==> config.mk <==
export PLATFORM = sky130hd
export DESIGN_NAME = spi_shift_engine_flat
export DESIGN_NICKNAME = d
export VERILOG_FILES = /design/src/rtl/spi_shift_engine_if.sv /design/src/rtl/spi_shift_engine.sv /design/src/flat_wrapper.sv
export SDC_FILE = /design/constraint.sdc
export NUM_CORES = 1
export LEC_CHECK = 0
export CORE_ASPECT_RATIO = 0.75
export CORE_UTILIZATION = 48
export CTS_CLUSTER_DIAMETER = 30
export DETAILED_ROUTE_END_ITERATION = 10
export GPL_TIMING_DRIVEN = 0
export MAX_ROUTING_LAYER = met4
export PLACE_DENSITY = 0.77
export SLEW_MARGIN = 25
export SYNTH_ARGS = -nofsm -noshare
export SYNTH_HDL_FRONTEND = slang
export SYNTH_SLANG_ARGS = --single-unit
==> constraint.sdc <==
create_clock -name clk_i -period 2.7 [get_ports clk_i]
set_input_delay 0.675 -clock clk_i [delete_from_list [all_inputs] [get_ports clk_i]]
set_output_delay 0.675 -clock clk_i [all_outputs]
set_load 0.03 [all_outputs]
==> src/rtl/spi_shift_engine_if.sv <==
// spi_shift_engine_if
// Control, edge-pulse and serial-data bundle for the SPI shift engine.
// The "master" side starts transfers and supplies edges and sdi; the
// "slave" side is the shift engine itself.
interface spi_shift_engine_if #(
  parameter int MAX_LEN = 32
);
  logic                       go;
  logic [$clog2(MAX_LEN)-1:0] len;
  logic                       lsb;
  logic                       tx_negedge;
  logic                       rx_negedge;
  logic                       pos_edge;
  logic                       neg_edge;
  logic [MAX_LEN-1:0]         tx_data;
  logic                       sdi;
  logic                       sdo;
  logic                       busy;
  logic                       last_clk;
  logic                       done;
  logic [MAX_LEN-1:0]         rx_data;

  modport master (
    output go, len, lsb, tx_negedge, rx_negedge, pos_edge, neg_edge, tx_data, sdi,
    input  sdo, busy, last_clk, done, rx_data
  );

  modport slave (
    input  go, len, lsb, tx_negedge, rx_negedge, pos_edge, neg_edge, tx_data, sdi,
    output sdo, busy, last_clk, done, rx_data
  );
endinterface

==> src/rtl/spi_shift_engine.sv <==
// spi_shift_engine
// Serialises one character of 1..MAX_LEN bits onto sdo and collects the
// same number of bits from sdi, clocked by edge pulses from an external
// SPI clock generator. All transfer settings are latched on go.
// Optional macro SPI_SHIFT_RX_HOLD_EN: when defined, rx_data comes from a
// holding register loaded on the done cycle, so it stays stable during the
// following transfer; otherwise rx_data is the live receive register.
module spi_shift_engine #(
  parameter int MAX_LEN = 32
) (
  input  logic                clk_i,
  input  logic                rst_i,
  spi_shift_engine_if.slave   bus
);

  localparam int IW = $clog2(MAX_LEN);
  localparam int CW = $clog2(MAX_LEN + 1);

  typedef enum logic {IDLE, SHIFT} state_t;

  state_t             state_q, state_d;
  logic [MAX_LEN-1:0] txShift_q, txShift_d;
  logic [MAX_LEN-1:0] rxShift_q, rxShift_d;
  logic [CW-1:0]      txCnt_q, txCnt_d;
  logic [CW-1:0]      rxCnt_q, rxCnt_d;
  logic [CW-1:0]      lenEff_q, lenEff_d;
  logic               lsb_q, lsb_d;
  logic               txNeg_q, txNeg_d;
  logic               rxNeg_q, rxNeg_d;
  logic               sdo_q, sdo_d;

  logic [CW-1:0]      lenReq;
  logic [IW-1:0]      txIdx, rxIdx;
  logic               txEdge, rxEdge;
  logic               inShift, xferDone;

  // Requested length mapped to a bit count: 0 and out-of-range values mean a full word
  always_comb begin
    lenReq = CW'(bus.len);
    if (bus.len == '0 || lenReq > CW'(MAX_LEN)) begin
      lenReq = CW'(MAX_LEN);
    end
  end

  assign inShift  = (state_q == SHIFT);
  assign txEdge   = txNeg_q ? bus.neg_edge : bus.pos_edge;
  assign rxEdge   = rxNeg_q ? bus.neg_edge : bus.pos_edge;
  assign txIdx    = IW'(lsb_q ? (lenEff_q - txCnt_q) : (txCnt_q - CW'(1)));
  assign rxIdx    = IW'(lsb_q ? (lenEff_q - rxCnt_q) : (rxCnt_q - CW'(1)));
  assign xferDone = inShift && (rxCnt_q == '0);

  // Next-state logic: load on go in IDLE, then consume tx and rx edges independently
  always_comb begin
    state_d   = state_q;
    txShift_d = txShift_q;
    rxShift_d = rxShift_q;
    txCnt_d   = txCnt_q;
    rxCnt_d   = rxCnt_q;
    lenEff_d  = lenEff_q;
    lsb_d     = lsb_q;
    txNeg_d   = txNeg_q;
    rxNeg_d   = rxNeg_q;
    sdo_d     = sdo_q;
    case (state_q)
      IDLE: begin
        if (bus.go) begin
          txShift_d = bus.tx_data;
          rxShift_d = '0;
          txCnt_d   = lenReq;
          rxCnt_d   = lenReq;
          lenEff_d  = lenReq;
          lsb_d     = bus.lsb;
          txNeg_d   = bus.tx_negedge;
          rxNeg_d   = bus.rx_negedge;
          state_d   = SHIFT;
        end
      end
      SHIFT: begin
        if (txEdge && (txCnt_q != '0)) begin
          sdo_d   = txShift_q[txIdx];
          txCnt_d = txCnt_q - CW'(1);
        end
        if (rxEdge && (rxCnt_q != '0)) begin
          rxShift_d[rxIdx] = bus.sdi;
          rxCnt_d          = rxCnt_q - CW'(1);
        end
        if (rxCnt_q == '0) begin
          state_d = IDLE;
        end
      end
      default: state_d = IDLE;
    endcase
  end

  // State and datapath registers, cleared immediately by reset
  always_ff @(posedge clk_i or posedge rst_i) begin
    if (rst_i) begin
      state_q   <= IDLE;
      txShift_q <= '0;
      rxShift_q <= '0;
      txCnt_q   <= '0;
      rxCnt_q   <= '0;
      lenEff_q  <= '0;
      lsb_q     <= 1'b0;
      txNeg_q   <= 1'b0;
      rxNeg_q   <= 1'b0;
      sdo_q     <= 1'b0;
    end else begin
      state_q   <= state_d;
      txShift_q <= txShift_d;
      rxShift_q <= rxShift_d;
      txCnt_q   <= txCnt_d;
      rxCnt_q   <= rxCnt_d;
      lenEff_q  <= lenEff_d;
      lsb_q     <= lsb_d;
      txNeg_q   <= txNeg_d;
      rxNeg_q   <= rxNeg_d;
      sdo_q     <= sdo_d;
    end
  end

  assign bus.sdo      = sdo_q;
  assign bus.busy     = inShift;
  assign bus.last_clk = inShift && (rxCnt_q == CW'(1));
  assign bus.done     = xferDone;

`ifdef SPI_SHIFT_RX_HOLD_EN
  logic [MAX_LEN-1:0] rxHold_q;

  // Holding copy of the received word, refreshed only when a transfer completes
  always_ff @(posedge clk_i or posedge rst_i) begin
    if (rst_i) begin
      rxHold_q <= '0;
    end else if (xferDone) begin
      rxHold_q <= rxShift_q;
    end
  end

  assign bus.rx_data = rxHold_q;
`else
  assign bus.rx_data = rxShift_q;
`endif

endmodule

==> src/flat_wrapper.sv <==
// flat-port wrapper written by rule: the top's interface ports become plain ports
module spi_shift_engine_flat 
#(
  parameter int MAX_LEN = 32
)
  (clk_i, rst_i, bus_go, bus_len, bus_lsb, bus_tx_negedge, bus_rx_negedge, bus_pos_edge, bus_neg_edge, bus_tx_data, bus_sdi, bus_sdo, bus_busy, bus_last_clk, bus_done, bus_rx_data);
  spi_shift_engine_if #(.MAX_LEN(MAX_LEN)) bus_i ();
  input  logic clk_i;
  input  logic rst_i;
  input wire logic [$bits(bus_i.go)-1:0] bus_go;
  input wire logic [$bits(bus_i.len)-1:0] bus_len;
  input wire logic [$bits(bus_i.lsb)-1:0] bus_lsb;
  input wire logic [$bits(bus_i.tx_negedge)-1:0] bus_tx_negedge;
  input wire logic [$bits(bus_i.rx_negedge)-1:0] bus_rx_negedge;
  input wire logic [$bits(bus_i.pos_edge)-1:0] bus_pos_edge;
  input wire logic [$bits(bus_i.neg_edge)-1:0] bus_neg_edge;
  input wire logic [$bits(bus_i.tx_data)-1:0] bus_tx_data;
  input wire logic [$bits(bus_i.sdi)-1:0] bus_sdi;
  output wire logic [$bits(bus_i.sdo)-1:0] bus_sdo;
  output wire logic [$bits(bus_i.busy)-1:0] bus_busy;
  output wire logic [$bits(bus_i.last_clk)-1:0] bus_last_clk;
  output wire logic [$bits(bus_i.done)-1:0] bus_done;
  output wire logic [$bits(bus_i.rx_data)-1:0] bus_rx_data;
  assign bus_i.go = bus_go;
  assign bus_i.len = bus_len;
  assign bus_i.lsb = bus_lsb;
  assign bus_i.tx_negedge = bus_tx_negedge;
  assign bus_i.rx_negedge = bus_rx_negedge;
  assign bus_i.pos_edge = bus_pos_edge;
  assign bus_i.neg_edge = bus_neg_edge;
  assign bus_i.tx_data = bus_tx_data;
  assign bus_i.sdi = bus_sdi;
  assign bus_sdo = bus_i.sdo;
  assign bus_busy = bus_i.busy;
  assign bus_last_clk = bus_i.last_clk;
  assign bus_done = bus_i.done;
  assign bus_rx_data = bus_i.rx_data;
  spi_shift_engine #(.MAX_LEN(MAX_LEN)) u_core (.clk_i(clk_i), .rst_i(rst_i), .bus(bus_i));
endmodule
== Word level (Yosys, flattened, before mapping) ==
Index checks and enable logic that the tools add are counted.

* Add/sub/neg operators: 4
* Magnitude comparators: 4
* Eq/ne operators: 4
* Mux-type cells: 21
* Bitwise gates (word level): 1
* Reductions and logical operators: 14

{| class="wikitable"
|+ Operator list
! kind !! number
|-
| 32-bit 2-to-1 mux || 2
|-
| 32-bit one-hot mux with 2 select lines || 1
|-
| 32-bit bitwise mux || 1
|-
| 6-bit 2-to-1 mux || 4
|-
| 6-bit one-hot mux with 2 select lines || 2
|-
| 5-bit by 6-bit < comparator with 1-bit output, second input constant || 2
|-
| 6-bit nonzero test || 2
|-
| 6-bit by 1-bit subtractor with 6-bit output, second input constant || 2
|-
| 5-bit 2-to-1 mux || 2
|-
| 5-bit subtractor || 2
|-
| 2-bit AND reduction || 4
|-
| 6-bit by 1-bit equality test with 1-bit output, second input constant || 1
|-
| 5-bit by 6-bit > comparator with 1-bit output, second input constant || 1
|-
| 6-bit logical NOT || 1
|-
| 1-bit 2-to-1 mux || 6
|-
| 2-bit inequality test, second input constant || 3
|-
| 1-bit binary-select mux with 5-bit select || 1
|-
| 1-bit demux with 5-bit select || 1
|-
| 5-bit by 1-bit greater-or-equal comparator with 1-bit output, second input constant || 1
|-
| 1-bit logical AND || 5
|-
| 5-bit logical NOT || 1
|-
| 1-bit one-hot mux with 2 select lines || 1
|-
| 1-bit logical OR || 1
|-
| 1-bit NOT || 1
|}

* Register bits after elaboration: 86
* Bits of input ports: 46
* Output and inout port bits: 36
* Logic and storage cells: 58

== Depth between registers and ports, before layout ==
Gate-level depths: netlist of the first run.

* Word-level depth: 9
* Mapped depth: 12
* Gate-level depth less buffers: 11

== Worst setup path after synthesis of the first run ==
Ideal clock, no wire load.

* Kind: reg2reg
* From: register u_core.txCnt_q[0]
* To: register u_core.sdo_q (netlist: u_core.bus.sdo)
* Setup time: 123 ps
* Arrival time: 2560 ps
* Path slack: 17 ps
* Cell stages (with the launch flop): 9
* Path buffers: 0
* Clock period less this slack: 2683 ps
* Cells stage by stage: dfrtp_1 ha_1 fa_1 mux2i_2 mux4_1 mux2i_1 mux2i_1 mux2i_1 o21ai_1

* Word-level cells in the longest chain between the ends: 4

{| class="wikitable"
|+ Ends and longest elaborated chain
! what !! line !! RTL
|-
| start: declaration || spi_shift_engine.sv:24 || <nowiki>logic [CW-1:0] txCnt_q, txCnt_d;</nowiki>
|-
| start signal: assignment || spi_shift_engine.sv:112 || <nowiki>txCnt_q <= txCnt_d;</nowiki>
|-
| 6-bit by 1-bit subtractor with 6-bit output / 5-bit subtractor (equally long branches) || spi_shift_engine.sv:48 || <nowiki>assign txIdx = IW'(lsb_q ? (lenEff_q - txCnt_q) : (txCnt_q - CW'(1)));</nowiki>
|-
| 5-bit 2-to-1 mux || spi_shift_engine.sv:48 ||
|-
| 1-bit binary-select mux with 5-bit select || spi_shift_engine.sv:80 || <nowiki>sdo_d = txShift_q[txIdx];</nowiki>
|-
| 1-bit 2-to-1 mux (not written as such) || spi_shift_engine.sv:80 ||
|-
| end signal: assignment || spi_shift_engine.sv:118 || <nowiki>sdo_q <= sdo_d;</nowiki>
|-
| end: declaration || spi_shift_engine.sv:30 || <nowiki>logic sdo_q, sdo_d;</nowiki>
|}

Several ways; a longest one is shown, not always the timed one. The select of a mux whose other input is x is not followed.
A chain may end at the register's enable or synchronous reset.

== Worst setup path in the final report of the first run ==
* From: register u_core.lenEff_q[0]
* To: register u_core.rxShift_q[11] (netlist: u_core.bus.rx_data[11])

* Word-level cells in the longest chain between the ends: 9

{| class="wikitable"
|+ Ends and longest elaborated chain
! what !! line !! RTL
|-
| start: declaration || spi_shift_engine.sv:26 || <nowiki>logic [CW-1:0] lenEff_q, lenEff_d;</nowiki>
|-
| start signal: assignment || spi_shift_engine.sv:114 || <nowiki>lenEff_q <= lenEff_d;</nowiki>
|-
| 5-bit subtractor * || spi_shift_engine.sv:49 || <nowiki>assign rxIdx = IW'(lsb_q ? (lenEff_q - rxCnt_q) : (rxCnt_q - CW'(1)));</nowiki>
|-
| 5-bit 2-to-1 mux * || spi_shift_engine.sv:49 ||
|-
| 5-bit by 6-bit < comparator with 1-bit output (not written as such) / 5-bit by 1-bit greater-or-equal comparator with 1-bit output (equally long branches) || spi_shift_engine.sv:84 || <nowiki>rxShift_d[rxIdx] = bus.sdi;</nowiki>
|-
| 1-bit logical AND (not written as such) || spi_shift_engine.sv:84 ||
|-
| 1-bit 2-to-1 mux (not written as such) || spi_shift_engine.sv:84 ||
|-
| 1-bit demux with 5-bit select * || -- ||
|-
| 32-bit bitwise mux * || spi_shift_engine.sv:84 ||
|-
| 32-bit 2-to-1 mux * || spi_shift_engine.sv:83 || <nowiki>if (rxEdge && (rxCnt_q != '0)) begin</nowiki>
|-
| 32-bit one-hot mux with 2 select lines * || spi_shift_engine.sv:64 || <nowiki>case (state_q)</nowiki>
|-
| end signal: assignment || spi_shift_engine.sv:111 || <nowiki>rxShift_q <= rxShift_d;</nowiki>
|-
| end: declaration || spi_shift_engine.sv:23 || <nowiki>logic [MAX_LEN-1:0] rxShift_q, rxShift_d;</nowiki>
|}

Mark *: on every way between the ends. The rest lies on a longest branch, timed or not. The select of a mux whose other input is x is not followed.

==> impl_metrics.csv, run 1 <==
group,metric,value,unit
run_status,outcome,"finished, violations left",
run_status,violations,"setup timing",
sta,final-hold-violation-count,0,
sta,fin_worst_skew,7.678,ps
critical_path,cp_max_fo,5,
logic_synthesis,synth_mux_area_frac,0.06574,
floorplanning,initial_core_util,0.4927,
logic_synthesis,async_flop_share,1.000,
pwr,leakage,2.764,nW
logic_synthesis,yosysMostFrequentCell,"nand2_1",
layout,area_growth,34.32,%
cts,cts_tree,"built",
logic_synthesis,synth_cell_types,55,
cts,htree_levels,3,
logic_synthesis,yosysTopAreaCellShare,0.4523,
global_route,grt_max_degree,34,
floorplanning,placementRows,31,
cts,clk_latency,350,ps
logic_synthesis,seq_area_frac_synth,0.4523,
logic_synthesis,synth.avg_cell_area,9.133,um^2
critical_path,reg2reg_from,"u_core.lenEff_q[0]",
critical_path,cp_data_required_time,2910,ps
logic_synthesis,syn_nets,581,
sta,finalCritPeriodShare,1.039,
logic_synthesis,ys_warn_count,0,
sta,fin_setup_tns,-1452,ps
logic_synthesis,yosys-top-cells-area,"dfrtp_1 45%, nand2_1 11%, o21ai_0 3.9%",
global_route,gr-total-overflow,0,
worst_hold_path,holdCritStartpoint,"u_core.txShift_q[30]",
sta,rsz0062_at_grt,"yes",
logic_synthesis,synth_top_family_by_area,"compound AO/OA/AOI/OAI gates",
logic_synthesis,synth_fa_ha_area_frac,0.03997,
critical_path,r2r_slack,-110,ps
sta,period_needed,2805,ps
floorplanning,die_x,117.0,um
drt,via_count,4575,
logic_synthesis,synth-simple-area-share,0.1659,
critical_path,crit_type,"reg2reg",
drt,firstDrtPassIters,5,
pwr,peakVddDrop,718.6,uV
global_route,grt_use_total,0.2903,
cts,clock_path_buffers,2,
drt,drt_wl_total,13890,um
placed_design,dp.cells,736,
pwr,report.power.total,9.840,mW
sta,slew-limit-headroom,0.3488,
cts,postCtsHoldBufs,0,
layout,stdcell_count,763,
logic_synthesis,synth_top_cell_by_area,"dfrtp_1",
sta,worstMarginPinSlew,949.7,ps
sta,slew_viol_final,0,
critical_path,worst_r2r_endpoint,"u_core.bus.rx_data[11]",
logic_synthesis,synth-seq-cells,86,
drt,wl_per_cell,18.20,um
sta,fmax,356.5,MHz
floorplanning,die_area,0.01032,mm^2
worst_hold_path,whs_path_depth,2,
logic_synthesis,synth-compound-area-share,0.2130,
logic_synthesis,synth_enable_flop_cells,0,
sta,fin_ws,-105.1,ps
worst_hold_path,hp-class,"reg2reg",
logic_synthesis,synth_cells,521,
drt,drtIter0Drc,403,
logic_synthesis,synth-main-ff-cell,"dfrtp_1",
cts,cts_buffers,9,
cts,clkTransAtPathRegs,60,ps
cts,cts_num_sinks,86,
floorplanning,die_y,88.23,um
global_route,antenna_found_initial,0,
worst_hold_path,whs_endpoint,"u_core.txShift_q[30]",
floorplanning,core_area,0.009658,mm^2
placed_design,gp_congestion,0.8720,
logic_synthesis,synth_common_cells,"145 x nand2_1, 86 x dfrtp_1, 37 x o21ai_0",
critical_path,worstPathArrival,3020,ps
global_route,grt_pass1_vias,4327,
placed_design,placed_cell_area,0.005778,mm^2
drt,viasPerCell,5.996,
layout,finish.instance_area,0.006391,mm^2
critical_path,crit_path_end_kind,"register",
pwr,power_density,1540,mW/mm^2
logic_synthesis,syn_area,0.004758,mm^2
layout,final_util,0.6617,
layout,nets,688,
job,max-cap-violations,0,
layout,drive_gt1_frac,0.1410,
floorplanning,io-pin-count,82,
logic_synthesis,synth_xor_area_frac,0.01972,
placed_design,dp_hpwl,9430,um
cts,cts_root_buffer,"clkbuf_16",
critical_path,startpoint,"u_core.lenEff_q[0]",
placed_design,port_buffers,81,
global_route,grt_pass1_wl,21740,um
sta,setup_viol,23,
drt,detail-route-antenna-nets,0,
critical_path,worst_r2r_path_depth,13,
drt,drc,0,
critical_path,setup.worst_path.start_class,"register",
layout,diodes,0,
==> cell families after synthesis <==
group / Yosys count
xor gates and xnor gates: 9
AOI/OAI and AO/OA: 150
and+or+nand+nor: 191
DFF: 86
buffers and inverters: 51
muxes: 20
adders and majority gates: 14
==> routing by layer <==
layer  vias to the layer above  routed length [um]  track usage
li1                       2073                   -            -
met1                      2231                6255       0.4052
met2                       230                6166       0.4180
met3                        41                1145      0.06781
met4                         0                 317      0.09436
met5                         -                   0            -
==> through the flow <==
stage,hold slack [ps],worst slack [ps]
after global placement,451.5,-428.3
after detailed placement,459.1,-423.7
after global routing,500.5,-217.2
after floorplan,437.3,17.17
after CTS,474.7,-63.35
final,473.4,-105.1
==> layout make-up <==
class	instances	area, um^2
clock buffer	12	246.5
fill	757	3267
timing repair buffer	96	985.9
sequential	86	2153
clock inverter	2	10.01
inverter	22	86.33
multi-input combinational	384	2601
buffer	29	142.6
tap	132	165.2
==> cell usage in the layout (no fill, tap or decap), types with 4 or more instances in the layout <==
cell | synthesis | final
a21o_1 | 6 | 6
a21oi_1 | 25 | 18
a21oi_2 | 0 | 6
a221o_1 | 9 | 9
a31oi_1 | 4 | 4
a41oi_1 | 16 | 8
a41oi_2 | 0 | 8
buf_12 | 0 | 4
buf_2 | 6 | 4
buf_4 | 0 | 7
buf_6 | 1 | 7
clkbuf_1 | 21 | 17
clkbuf_16 | 0 | 9
clkbuf_2 | 0 | 6
clkdlybuf4s50_1 | 0 | 79
dfrtp_1 | 86 | 85
ha_1 | 12 | 9
inv_1 | 20 | 16
inv_2 | 1 | 4
mux2i_1 | 10 | 10
mux4_2 | 6 | 8
nand2_1 | 145 | 145
nand3_1 | 7 | 7
nor2_1 | 13 | 12
nor2b_1 | 4 | 4
nor3_1 | 7 | 7
o211ai_1 | 11 | 11
o21a_1 | 4 | 4
o21ai_0 | 37 | 24
o21ai_1 | 19 | 31
xor2_1 | 4 | 4
==> registers in the layout, summed over array words and instances, names as in the netlist <==
register,count
u_core.bus.rx_data,32
u_core.txShift_q,32
u_core.rxCnt_q,6
u_core.txCnt_q,6
u_core.lenEff_q,5
u_core.bus.busy,1
u_core.bus.sdo,1
u_core.lsb_q,1
u_core.rxNeg_q,1
u_core.txNeg_q,1
==> power by group <==
part	internal [mW]	switching, mW
combinational	2.73	3.67
sequential	1.87	0.443
clock	0.636	0.493
==> worst max path at each step <==
| stage | endpoint | slack, ps |
|---|---|---|
| 2_1_floorplan | u_core.bus.sdo | 20 |
| 3_3_place_gp | u_core.bus.sdo | -430 |
| 3_5_place_dp | bus_last_clk | -420 |
| 4_1_cts | u_core.bus.sdo | -60 |
| 5_1_grt | u_core.bus.rx_data[14] | -220 |
| 6_report | u_core.bus.rx_data[11] | -110 |
==> worst max-delay path, cell delays in order, from the launching register on <==
cell and delay (ps):
dfrtp_1 370, inv_2 80, ha_4 130, inv_2 40, fa_2 370, a21o_1 200, a21o_1 190, a211oi_4 300
buf_6 160, xor2_4 280, buf_6 180, a41oi_2 100, o21ai_1 180, o21ai_1 90
==> timing repair <==
item                                    CTS  global route
endpoints found under the setup margin   35            35
gates resized for setup                  36            40
pin swaps                                20            22
setup buffers                            10             4
gates cloned                              0             1
Power figures use the tool's default switching activity.
==> inputs of run 2 (changes only) <==
--- a/config.mk
+++ b/config.mk
@@ -11,7 +11,7 @@
 export DETAILED_ROUTE_END_ITERATION = 10
 export GPL_TIMING_DRIVEN = 0
 export MAX_ROUTING_LAYER = met4
-export PLACE_DENSITY = 0.77
+export PLACE_DENSITY = 0.8
 export SLEW_MARGIN = 25
 export SYNTH_ARGS = -nofsm -noshare
 export SYNTH_HDL_FRONTEND = slang
==> impl_metrics.csv, run 2 (same netlist as run 1, synthesis figures left out) <==
group,metric,value,unit
sta,period_needed,2850,ps
critical_path,critical_path.slowest_cell,"dfrtp_1",
cts,postCtsHoldBufs,0,
global_route,gr-total-overflow,0,
cts,cts_buffers,9,
placed_design,dp_hpwl,9333,um
floorplanning,die_y,88.23,um
critical_path,reg2reg_from,"u_core.rxCnt_q[0]",
sta,fmax,350.9,MHz
pwr,leakage,2.757,nW
pwr,power_density,1519,mW/mm^2
sta,fin_worst_skew,7.055,ps
run_status,violations,"setup timing",
global_route,grt_pass1_wl,20700,um
drt,firstDrtPassIters,6,
pwr,report.power.total,9.690,mW
cts,cts_root_buffer,"clkbuf_16",
floorplanning,core_area,0.009658,mm^2
global_route,grt_pass1_vias,4168,
layout,final_util,0.6607,
critical_path,worst_r2r_path_depth,11,
critical_path,startpoint,"u_core.rxCnt_q[0]",
sta,fin_ws,-149.7,ps
critical_path,crit_path_end,"u_core.bus.rx_data[2]",
cts,clk_latency,340,ps
floorplanning,initial_core_util,0.4927,
critical_path,setup.worst_path.start_class,"register",
placed_design,placed_cell_area,0.005813,mm^2
floorplanning,die_x,117.0,um
job,max-cap-violations,0,
critical_path,worstPathArrival,3050,ps
placed_design,port_buffers,81,
drt,drc,0,
layout,final_cell_mix,"145 x nand2_1, 86 x dfrtp_1, 79 x clkdlybuf4s50_1",
critical_path,cp_max_fo,8,
sta,slew_viol_final,0,
global_route,grt_max_degree,30,
critical_path,worst_r2r_endpoint,"u_core.bus.rx_data[2]",
drt,via_count,4512,
critical_path,worstPathCellList,"ha_4 > inv_2 > fa_2 > a21o_1 > a21o_1 > a211oi_4 > buf_6 > xor2_4 > o21ai_4 > o311ai_1 > o21ai_1",
cts,clock_path_buffers,2,
drt,viasPerCell,5.913,
floorplanning,die_area,0.01032,mm^2
global_route,grt_use_total,0.2742,
floorplanning,placementRows,31,
worst_hold_path,holdCritStartpoint,"u_core.txShift_q[25]",
critical_path,cp_data_required_time,2900,ps
critical_path,crit_type,"reg2reg",
sta,finalCritPeriodShare,1.055,
critical_path,r2r_slack,-150,ps
worst_hold_path,hp-class,"reg2reg",
run_status,outcome,"finished, violations left",
sta,fin_setup_tns,-643.0,ps
global_route,antenna_found_initial,0,
cts,htree_levels,3,
layout,drive_gt1_frac,0.1363,
sta,slew-limit-headroom,0.5511,
cts,cts_num_sinks,86,
critical_path,cpMostUsedCell,"a21o_1",
layout,area_growth,34.10,%
sta,worstMarginPinSlew,660.3,ps
placed_design,gp_congestion,0.9093,
pwr,peakVddDrop,618.4,uV
layout,finish.instance_area,0.006381,mm^2
critical_path,crit_path_end_kind,"register",
layout,final_common_cell,"nand2_1",
cts,clkTransAtPathRegs,60,ps
critical_path,slowest_delay,430,ps
layout,nets,686,
floorplanning,io-pin-count,82,
drt,wl_per_cell,17.31,um
drt,detail-route-antenna-nets,0,
sta,rsz0062_at_grt,"yes",
drt,drt_wl_total,13210,um
cts,cts_tree,"built",
drt,drtIter0Drc,401,
layout,diodes,0,
sta,setup_viol,12,
sta,final-hold-violation-count,0,
## run 2: worst min path at each step
stage / to / slack (ps) / cells past startpoint
6_report: u_core.txShift_q[25] / 470 / 2
5_1_grt: u_core.txShift_q[25] / 500 / 2
4_1_cts: u_core.txShift_q[25] / 470 / 2
3_5_place_dp: u_core.txShift_q[25] / 460 / 2
3_3_place_gp: u_core.txShift_q[30] / 450 / 2
2_1_floorplan: u_core.txShift_q[26] / 440 / 2
## run 2: layer usage
layer	global-route usage	wire, um	up-vias
met1	0.3900	6081	2207
met2	0.4002	5945	216
met4	0.09436	191	0
met5	-	0	-
met3	0.04247	993	24
li1	-	-	2065
## run 2: power by group
group | internal [mW] | switching [mW] | leakage (nW)
sequential | 1.87 | 0.449 | 1.03
clock | 0.676 | 0.517 | 0.131
combinational | 2.65 | 3.53 | 1.60
total | 5.20 | 4.49 | 2.76
## run 2: worst max-delay path: cells and delay by family (launching register included)
kind / cells / cell delay, ps
buf+inv: 2 / 210
xor+xnor: 1 / 270
compound gates: 6 / 1270
fa+ha+maj: 2 / 520
flops: 1 / 430
## run 2: what timing repair did
| item | 4_1_cts | 5_1_grt |
|---|---|---|
| pin swaps | 11 | 17 |
| gates resized for setup | 26 | 50 |
| setup buffers | 5 | 3 |
| gates cloned | 0 | 2 |
| endpoints found under the setup margin | 35 | 35 |
## run 2: final cells by class
| type | instances | area, um^2 |
|---|---|---|
| Clock inverter | 4 | 31.28 |
| Multi-Input combinational cell | 384 | 2561 |
| Clock buffer | 12 | 256.5 |
| Fill cell | 705 | 3277 |
| Sequential cell | 86 | 2152 |
| Inverter | 22 | 86.33 |
| Tap cell | 132 | 165.2 |
| Timing Repair Buffer | 94 | 979.7 |
| Buffer | 29 | 148.9 |
## run 2: through the flow
stage                     hold WS (ps)  cells  setup WS, ps
final                            470.1    763        -149.7
after global routing             497.7    763        -217.0
after CTS                        474.7    758        -83.58
after detailed placement         455.6    737        -435.9
after global placement           452.4    734        -408.0
after floorplan                  437.3    521         17.17
